===== config.mk =====
export PLATFORM = sky130hd
export DESIGN_NAME = sram_bridge
export DESIGN_NICKNAME = d
export VERILOG_FILES = /design/src/rtl/sram_bridge.sv
export SDC_FILE = /design/constraint.sdc
export NUM_CORES = 1
export LEC_CHECK = 0
export ABC_AREA = 1
export BUFFER_PORTS_ARGS = -buffer_cell sky130_fd_sc_hd__buf_2
export CAP_MARGIN = 20
export CORE_MARGIN = 4
export CORE_UTILIZATION = 45
export CTS_CLUSTER_DIAMETER = 50
export DETAILED_ROUTE_END_ITERATION = 8
export PLACE_DENSITY_LB_ADDON = 0.12
export SYNTH_ARGS = -nofsm -noshare
export SYNTH_HDL_FRONTEND = slang
export SYNTH_SLANG_ARGS = --single-unit
export TNS_END_PERCENT = 20

===== constraint.sdc =====
create_clock -name clk -period 5.1 [get_ports clk]
set_input_delay 0.51 -clock clk [delete_from_list [all_inputs] [get_ports clk]]
set_output_delay 0.51 -clock clk [all_outputs]
set_load 0.005 [all_outputs]

===== src/rtl/sram_bridge.sv =====
// sram_bridge: 32-bit host port onto a 16-bit synchronous SRAM.
// Each word access becomes a lo-half then hi-half SRAM cycle.
module sram_bridge #(
    parameter int DATA_WIDTH      = 32,
    parameter int SRAM_DATA_WIDTH = 16,
    parameter int SRAM_ADDR_WIDTH = 10
) (
    input  logic                       clk,
    input  logic                       rst,
    input  logic                       req_rd,
    input  logic                       req_wr,
    input  logic [SRAM_ADDR_WIDTH-2:0] req_addr,
    input  logic [3:0]                 req_be,
    input  logic [DATA_WIDTH-1:0]      req_wdata,
    output logic                       req_ready,
    output logic                       rsp_valid,
    output logic [DATA_WIDTH-1:0]      rsp_rdata,
    output logic                       sram_ce_n,
    output logic                       sram_we_n,
    output logic                       sram_oe_n,
    output logic                       sram_ub_n,
    output logic                       sram_lb_n,
    output logic [SRAM_ADDR_WIDTH-1:0] sram_addr,
    output logic [SRAM_DATA_WIDTH-1:0] sram_wr_data,
    input  logic [SRAM_DATA_WIDTH-1:0] sram_rd_data
);

    localparam int WA = SRAM_ADDR_WIDTH - 1;
    localparam int SW = SRAM_DATA_WIDTH;

    typedef enum logic [2:0] {
        IDLE, WR_LO, WR_HI, RD_LO, RD_HI, RD_CAP
    } state_t;

    state_t state_q, state_d;

    logic [WA-1:0]              addr_q, addr_d;
    logic [3:0]                 be_q, be_d;
    logic [DATA_WIDTH-1:0]      wdata_q, wdata_d;
    logic [SW-1:0]              lo_q, lo_d;
    logic [DATA_WIDTH-1:0]      rdata_q, rdata_d;
    logic                       rsp_valid_q, rsp_valid_d;
    logic                       ce_n_q, ce_n_d;
    logic                       we_n_q, we_n_d;
    logic                       oe_n_q, oe_n_d;
    logic                       ub_n_q, ub_n_d;
    logic                       lb_n_q, lb_n_d;
    logic [SRAM_ADDR_WIDTH-1:0] sram_addr_q, sram_addr_d;
    logic [SW-1:0]              sram_wd_q, sram_wd_d;
    logic                       accept;

    // State register.
    always_ff @(posedge clk or posedge rst) begin
        if (rst) state_q <= IDLE;
        else     state_q <= state_d;
    end

    // Next state; a write wins over a simultaneous read and
    // halves with no byte enables are skipped.
    always_comb begin
        state_d = state_q;
        unique case (state_q)
            IDLE: begin
                if (req_wr) begin
                    if (|req_be[1:0])      state_d = WR_LO;
                    else if (|req_be[3:2]) state_d = WR_HI;
                    else                   state_d = IDLE;
                end else if (req_rd) begin
                    state_d = RD_LO;
                end
            end
            WR_LO:   state_d = (|be_q[3:2]) ? WR_HI : IDLE;
            WR_HI:   state_d = IDLE;
            RD_LO:   state_d = RD_HI;
            RD_HI:   state_d = RD_CAP;
            RD_CAP:  state_d = IDLE;
            default: state_d = IDLE;
        endcase
    end

    // Outputs: latch the request on accept, then precompute the
    // registered SRAM pin values for the state being entered.
    always_comb begin
        accept      = (state_q == IDLE) && (req_wr || req_rd);
        addr_d      = accept ? req_addr  : addr_q;
        be_d        = accept ? req_be    : be_q;
        wdata_d     = accept ? req_wdata : wdata_q;
        lo_d        = (state_q == RD_HI) ? sram_rd_data : lo_q;
        rdata_d     = (state_q == RD_CAP) ? {sram_rd_data, lo_q} : rdata_q;
        rsp_valid_d = 1'b0;
        unique case (state_q)
            IDLE:    rsp_valid_d = req_wr && (req_be == 4'b0000);
            WR_LO:   rsp_valid_d = ~|be_q[3:2];
            WR_HI:   rsp_valid_d = 1'b1;
            RD_CAP:  rsp_valid_d = 1'b1;
            default: rsp_valid_d = 1'b0;
        endcase
        ce_n_d      = 1'b1;
        we_n_d      = 1'b1;
        oe_n_d      = 1'b1;
        ub_n_d      = 1'b1;
        lb_n_d      = 1'b1;
        sram_addr_d = sram_addr_q;
        sram_wd_d   = sram_wd_q;
        unique case (state_d)
            WR_LO: begin
                ce_n_d      = 1'b0;
                we_n_d      = 1'b0;
                lb_n_d      = ~be_d[0];
                ub_n_d      = ~be_d[1];
                sram_addr_d = {addr_d, 1'b0};
                sram_wd_d   = wdata_d[SW-1:0];
            end
            WR_HI: begin
                ce_n_d      = 1'b0;
                we_n_d      = 1'b0;
                lb_n_d      = ~be_d[2];
                ub_n_d      = ~be_d[3];
                sram_addr_d = {addr_d, 1'b1};
                sram_wd_d   = wdata_d[DATA_WIDTH-1:SW];
            end
            RD_LO: begin
                ce_n_d      = 1'b0;
                oe_n_d      = 1'b0;
                lb_n_d      = 1'b0;
                ub_n_d      = 1'b0;
                sram_addr_d = {addr_d, 1'b0};
            end
            RD_HI: begin
                ce_n_d      = 1'b0;
                oe_n_d      = 1'b0;
                lb_n_d      = 1'b0;
                ub_n_d      = 1'b0;
                sram_addr_d = {addr_d, 1'b1};
            end
            default: begin
                ce_n_d = 1'b1;
            end
        endcase
    end

    // Datapath and registered SRAM pins.
    always_ff @(posedge clk or posedge rst) begin
        if (rst) begin
            addr_q      <= '0;
            be_q        <= '0;
            wdata_q     <= '0;
            lo_q        <= '0;
            rdata_q     <= '0;
            rsp_valid_q <= 1'b0;
            ce_n_q      <= 1'b1;
            we_n_q      <= 1'b1;
            oe_n_q      <= 1'b1;
            ub_n_q      <= 1'b1;
            lb_n_q      <= 1'b1;
            sram_addr_q <= '0;
            sram_wd_q   <= '0;
        end else begin
            addr_q      <= addr_d;
            be_q        <= be_d;
            wdata_q     <= wdata_d;
            lo_q        <= lo_d;
            rdata_q     <= rdata_d;
            rsp_valid_q <= rsp_valid_d;
            ce_n_q      <= ce_n_d;
            we_n_q      <= we_n_d;
            oe_n_q      <= oe_n_d;
            ub_n_q      <= ub_n_d;
            lb_n_q      <= lb_n_d;
            sram_addr_q <= sram_addr_d;
            sram_wd_q   <= sram_wd_d;
        end
    end

    assign req_ready    = (state_q == IDLE);
    assign rsp_valid    = rsp_valid_q;
    assign rsp_rdata    = rdata_q;
    assign sram_ce_n    = ce_n_q;
    assign sram_we_n    = we_n_q;
    assign sram_oe_n    = oe_n_q;
    assign sram_ub_n    = ub_n_q;
    assign sram_lb_n    = lb_n_q;
    assign sram_addr    = sram_addr_q;
    assign sram_wr_data = sram_wd_q;

endmodule


After elaboration in Yosys (flattened, before gate mapping)
Cells that the tools add are included.
{"block": "word_totals", "register_bits": 128, "in_bits": 65, "out_inout_bits": 65, "elab_cells": 61}
{"block": "op_classes", "n_eq_ne": 9, "n_mux": 17, "n_bitwise": 4, "n_reduce_logical": 17}
{"operator": "32-bit 2-to-1 mux", "n": 1}
{"operator": "16-bit one-hot mux with 2 select lines", "n": 1}
{"operator": "10-bit one-hot mux with 2 select lines", "n": 1}
{"operator": "2-bit OR reduction", "n": 8}
{"operator": "3-bit by 2-bit equality test with 1-bit output, second input constant", "n": 4}
{"operator": "3-bit one-hot mux with 4 select lines", "n": 1}
{"operator": "3-bit equality test, second input constant", "n": 3}
{"operator": "9-bit 2-to-1 mux", "n": 1}
{"operator": "1-bit one-hot mux with 3 select lines", "n": 3}
{"operator": "3-bit by 1-bit equality test with 1-bit output, second input constant", "n": 2}
{"operator": "2-bit 2-to-1 mux", "n": 3}
{"operator": "3-bit 2-to-1 mux", "n": 2}
{"operator": "4-bit zero test", "n": 1}
{"operator": "4-bit 2-to-1 mux", "n": 1}
{"operator": "1-bit inverter", "n": 4}
{"operator": "2-bit nonzero test", "n": 2}
{"operator": "4-bit OR reduction", "n": 1}
{"operator": "3-bit zero test", "n": 1}
{"operator": "1-bit 2-to-1 mux", "n": 3}
{"operator": "1-bit logical AND", "n": 2}
{"operator": "1-bit zero test", "n": 1}
{"operator": "1-bit logical OR", "n": 1}

Depth between registers and ports, before layout
{"block": "depth", "word_depth": 8, "ltp_mapped": 11, "mapped_depth_nobuf": 10}

Worst setup path before layout
Ideal clock, no wire load.
{"block": "synth_path", "kind": "input to register", "startpoint": "input req_rd", "endpoint": "register lb_n_q, in the netlist sram_lb_n", "arrival_time_ns": 1.425, "t_required_ns": 5.036, "path_slack_ns": 3.611, "cell_stages": 7, "cell_sequence": "nor2_1 > nor2_1 > a21oi_4 > buf_4 > buf_6 > nand3_1 > nand3_1"}
{"block": "synth_via", "elab_chain_cells": 6}
{"item": "from (decl)", "line_no": "10", "text": "input logic req_rd,"}
{"item": "3-bit 2-to-1 mux", "line_no": "68", "text": "end else if (req_rd) begin"}
{"item": "3-bit 2-to-1 mux", "line_no": "64", "text": "if (req_wr) begin"}
{"item": "3-bit one-hot mux with 4 select lines", "line_no": "62", "text": "unique case (state_q)"}
{"item": "3-bit equality test or 3-bit by 2-bit equality test with 1-bit output (tied branches)", "line_no": "105", "text": "unique case (state_d)"}
{"item": "2-bit OR reduction (no line)"}
{"item": "1-bit one-hot mux with 3 select lines (*)", "line_no": "105"}
{"item": "via lb_n_d", "line_no": "47", "text": "logic lb_n_q, lb_n_d;"}
{"item": "to (signal assigned)", "line_no": "169", "text": "lb_n_q <= lb_n_d;"}
{"item": "to (decl)", "line_no": "47"}
Mark *: on every way through the listed nets, which the timed path passes. The rest lies on a longest branch.
A chain may end at the register's enable or synchronous reset.

Worst setup path in the final report
{"block": "layout_path", "startpoint": "register state_q[1]", "endpoint": "register sram_addr_q[6], in the netlist sram_addr[6]"}
{"block": "layout_via", "elab_chain_cells": 6}
{"item": "from (decl)", "line_no": "35", "text": "state_t state_q, state_d;"}
{"item": "from (signal assigned)", "line_no": "55", "text": "else state_q <= state_d;"}
{"item": "3-bit 2-to-1 mux", "line_no": "68"}
{"item": "3-bit 2-to-1 mux", "line_no": "64"}
{"item": "3-bit one-hot mux with 4 select lines", "line_no": "62"}
{"item": "3-bit by 2-bit equality test with 1-bit output, or another cell as far along", "line_no": "105"}
{"item": "2-bit OR reduction (no line)"}
{"item": "2-bit nonzero test (no line)"}
{"item": "to (signal assigned)", "line_no": "170", "text": "sram_addr_q <= sram_addr_d;"}
{"item": "to (decl)", "line_no": "48", "text": "logic [SRAM_ADDR_WIDTH-1:0] sram_addr_q, sram_addr_d;"}
Several ways; a longest one is shown, not always the timed one. The select of a mux whose other input is x is not followed.

==> results.txt <==
capturing element type of the critical path -> register
TritonCTS Sinks -> 128
synthesized area -> 5140 um^2
post-CTS resize count -> 0
total power -> 4.41 mW
total via count in the routed design -> 4102
Critical Path Start Type -> register
post-detailed-placement half-perimeter wirelength -> 8230 um
total count of hold-check failures in the final report -> 0
maximum number of pins on one net before global-route repair -> 78
final worst slack -> 2.33 ns
global route hottest layer -> met2
R2R Path End -> sram_addr[6]
DRT Wirelength -> 12200 um
share of the cycle needed by the critical path after routing -> 0.543
n_diodes -> 0
worst-path cell with the longest stage delay -> sky130_fd_sc_hd__nor2_4
number of nets in the final layout -> 760
global-route met2 utilization -> 0.301
Die H -> 115 um
RD Place Congestion -> 0.840
total of endpoints with negative setup slack in the final report -> 0
Critical path destination -> sram_addr[6]
most prevalent standard cell on the critical path -> sky130_fd_sc_hd__nand2_1
relative slew slack -> 0.360
maximum clock path buffer count -> 2
routed via count divided by cell count -> 4.84
per-instance average area after synthesis -> 8.99 um^2
dominant cells by area after synthesis -> sky130_fd_sc_hd__dfrtp_1 (60%), sky130_fd_sc_hd__nand2_1 (19%), sky130_fd_sc_hd__nand3_1 (5.4%)
Final Max Tran Viols -> 0
standard cell area after detailed placement -> 5840 um^2
CTS tree -> built
number of max-capacitance violations reported -> 0
nets in the synthesized netlist -> 637
floorplan die area -> 13200 um^2
Die Width -> 115 um
first-pass GRT wire length -> 20500 um
Peak supply drop -> 0.286 mV
share of cells above drive strength 1 -> 0.256
Detailed Routing Iterations Pass 1 -> 4
reg-to-reg critical path startpoint -> state_q[1]
number of warnings issued by yosys -> 0
via count of the first global-routing pass -> 4248
portion of the post-synthesis area used by sequential elements -> 0.624
Yosys reg bits -> 128
Global Route Usage Sum -> 0.197
ordered list of cells on the worst path -> nor2_2 > nand2_1 > nor2_4 > nand2_2 > nand2_2 > nand2_4 > nand3_2 > nand2_1 > nand2_1
total DRC errors in the routed layout -> 0
aggregate negative setup slack -> 0 ns
Worst EP required -> 5.43 ns
arrival time at the worst endpoint -> 3.10 ns
cell depth of the worst flop-to-flop path -> 9
slew at the pin closest to its max-slew limit -> 0.960 ns
total CTS buffers -> 17
global-route met3 utilization -> 0.0484
largest driver fanout on the critical path -> 42
worst hold-check path type -> in -> async
IO buf count -> 129
clock root cell -> sky130_fd_sc_hd__clkbuf_16
top-level port count -> 130
placeable core region -> 11000 um^2
pwr dens -> 685 nW/um^2
dominant cell type by area after synthesis -> sky130_fd_sc_hd__dfrtp_1
type of the setup path with the least slack -> reg -> reg
pre-CTS setup slack -> 2.25 ns
library cells used by synthesis -> 26
H-tree depth reported by CTS -> 4
Area growth syn-to-layout -> 25.4%
result of the run -> completed
Wirelength per Cell -> 14.4 um
fraction of synthesized cell area taken by the top area cell type -> 0.599
largest stage delay on the critical path -> 0.71 ns
gate count of the mapped netlist -> 572
clock latency reported for the late side of the worst-skew pair -> 0.41 ns
final design instance area without fill -> 6440 um^2
quantity of hold-fixing buffers added after cts -> 0
Starting Density -> 0.466
post-route worst hold slack -> 0.301 ns
first element of the critical path -> state_q[1]
met1 Resource Use GR -> 0.275
Max Fclk -> 361 MHz
P_leak -> 3.56 nW
antenna violations before repair -> 0
RSZ-0062 raised after global routing -> no
Starting DRT DRC Count -> 215
worst-case register-to-register setup slack -> 2.33 ns
postcts setup bufs -> 0
clock edge transition at the registers on the reported setup and hold paths -> 0.05 ns
Antenna Nets Post-Route -> 0
remaining global-route overflow -> 0
crit path time final -> 2.77 ns
total number of placement rows -> 38
Post-Route Skew -> 0.0122 ns
[cell families (layout without fill, tap and decap cells)]
logic type	count (synthesis)	count (layout)	synth area share
buf+inv	70	206	0.0589
flops	128	128	0.624
simple gates	334	334	0.275
compound gates	40	40	0.0419
[sequential cells by signal (all words and copies together) (netlist names), 3 cells and up]
register / cells
sram_addr: 10
rsp_rdata: 32
wdata_q: 32
be_q: 4
state_q: 3
lo_q: 16
sram_wr_data: 16
addr_q: 9
[synthesized netlist by cell type]
master	count
sky130_fd_sc_hd__a21oi_1	1
sky130_fd_sc_hd__nor2_4	3
sky130_fd_sc_hd__dfrtp_1	123
sky130_fd_sc_hd__nand2_4	1
sky130_fd_sc_hd__o21ai_0	35
sky130_fd_sc_hd__clkbuf_1	11
sky130_fd_sc_hd__buf_6	2
sky130_fd_sc_hd__nor2_1	4
sky130_fd_sc_hd__nand3_4	1
sky130_fd_sc_hd__buf_4	2
sky130_fd_sc_hd__nor3_1	1
sky130_fd_sc_hd__inv_4	1
sky130_fd_sc_hd__a21oi_4	1
sky130_fd_sc_hd__o311ai_0	1
sky130_fd_sc_hd__dfstp_2	5
sky130_fd_sc_hd__o21ai_1	2
sky130_fd_sc_hd__nand2_1	254
sky130_fd_sc_hd__nor2_2	1
sky130_fd_sc_hd__inv_1	38
sky130_fd_sc_hd__buf_2	12
sky130_fd_sc_hd__nand4_1	9
sky130_fd_sc_hd__inv_2	3
sky130_fd_sc_hd__buf_1	1
sky130_fd_sc_hd__nand3_1	55
sky130_fd_sc_hd__nand3_2	2
sky130_fd_sc_hd__nand2_2	3
[critical path: cells and delay by family, from the launching register on]
kind,cells,cell delay [ns]
simple gates,9,2.28
flops,1,0.41
[per-layer routing]
| metal | vias to the layer above | routed length, um |
|---|---|---|
| met3 | 6 | 765 |
| li1 | 2041 | - |
| met1 | 1947 | 5660 |
| met5 | - | 0 |
| met2 | 108 | 5750 |
| met4 | 0 | 63 |
[placed cells by master, fill, tap and decap left out, types with 4 or more instances in the layout]
master,Yosys,final
sky130_fd_sc_hd__nand2_1,254,254
sky130_fd_sc_hd__buf_2,12,129
sky130_fd_sc_hd__dfrtp_1,123,123
sky130_fd_sc_hd__nand3_1,55,55
sky130_fd_sc_hd__inv_1,38,37
sky130_fd_sc_hd__o21ai_0,35,35
sky130_fd_sc_hd__clkbuf_16,0,17
sky130_fd_sc_hd__nand4_1,9,9
sky130_fd_sc_hd__clkbuf_1,11,5
sky130_fd_sc_hd__clkbuf_8,0,5
sky130_fd_sc_hd__dfstp_2,5,5
sky130_fd_sc_hd__nor2_1,4,4
[final cells by class]
cell class                 instances  area (um^2)
clock buffer                      27          513
fill                             999         4590
sequential                       128         3210
multi-input combinational        374         1630
tap                              140          175
timing repair buffer             132          681
clock inverter                     5         75.1
inverter                          42          163
[metrics by stage]
| step | cells | utilization |
|---|---|---|
| detailed placement | 815 | 0.529 |
| finish | 848 | 0.584 |
| global route | 848 | 0.584 |
| floorplan | 572 | - |
| CTS | 847 | 0.582 |
| global placement | 815 | 0.529 |
[how the worst min path moves through the flow]
stage	end	slack, ns	cells past startpoint
3_5_place_dp	rsp_rdata[15]	0.45	2
2_1_floorplan	rsp_rdata[10]	0.44	2
6_report	lo_q[13]	0.30	2
3_3_place_gp	rsp_rdata[15]	0.45	2
5_1_grt	rsp_rdata[23]	0.30	3
4_1_cts	rsp_rdata[18]	0.30	3
[report_power, final]
part	internal, mW	switching, mW
logic	0.542	0.962
registers	1.52	0.210
clock network	0.782	0.395
(Power assumes the default switching activity.)
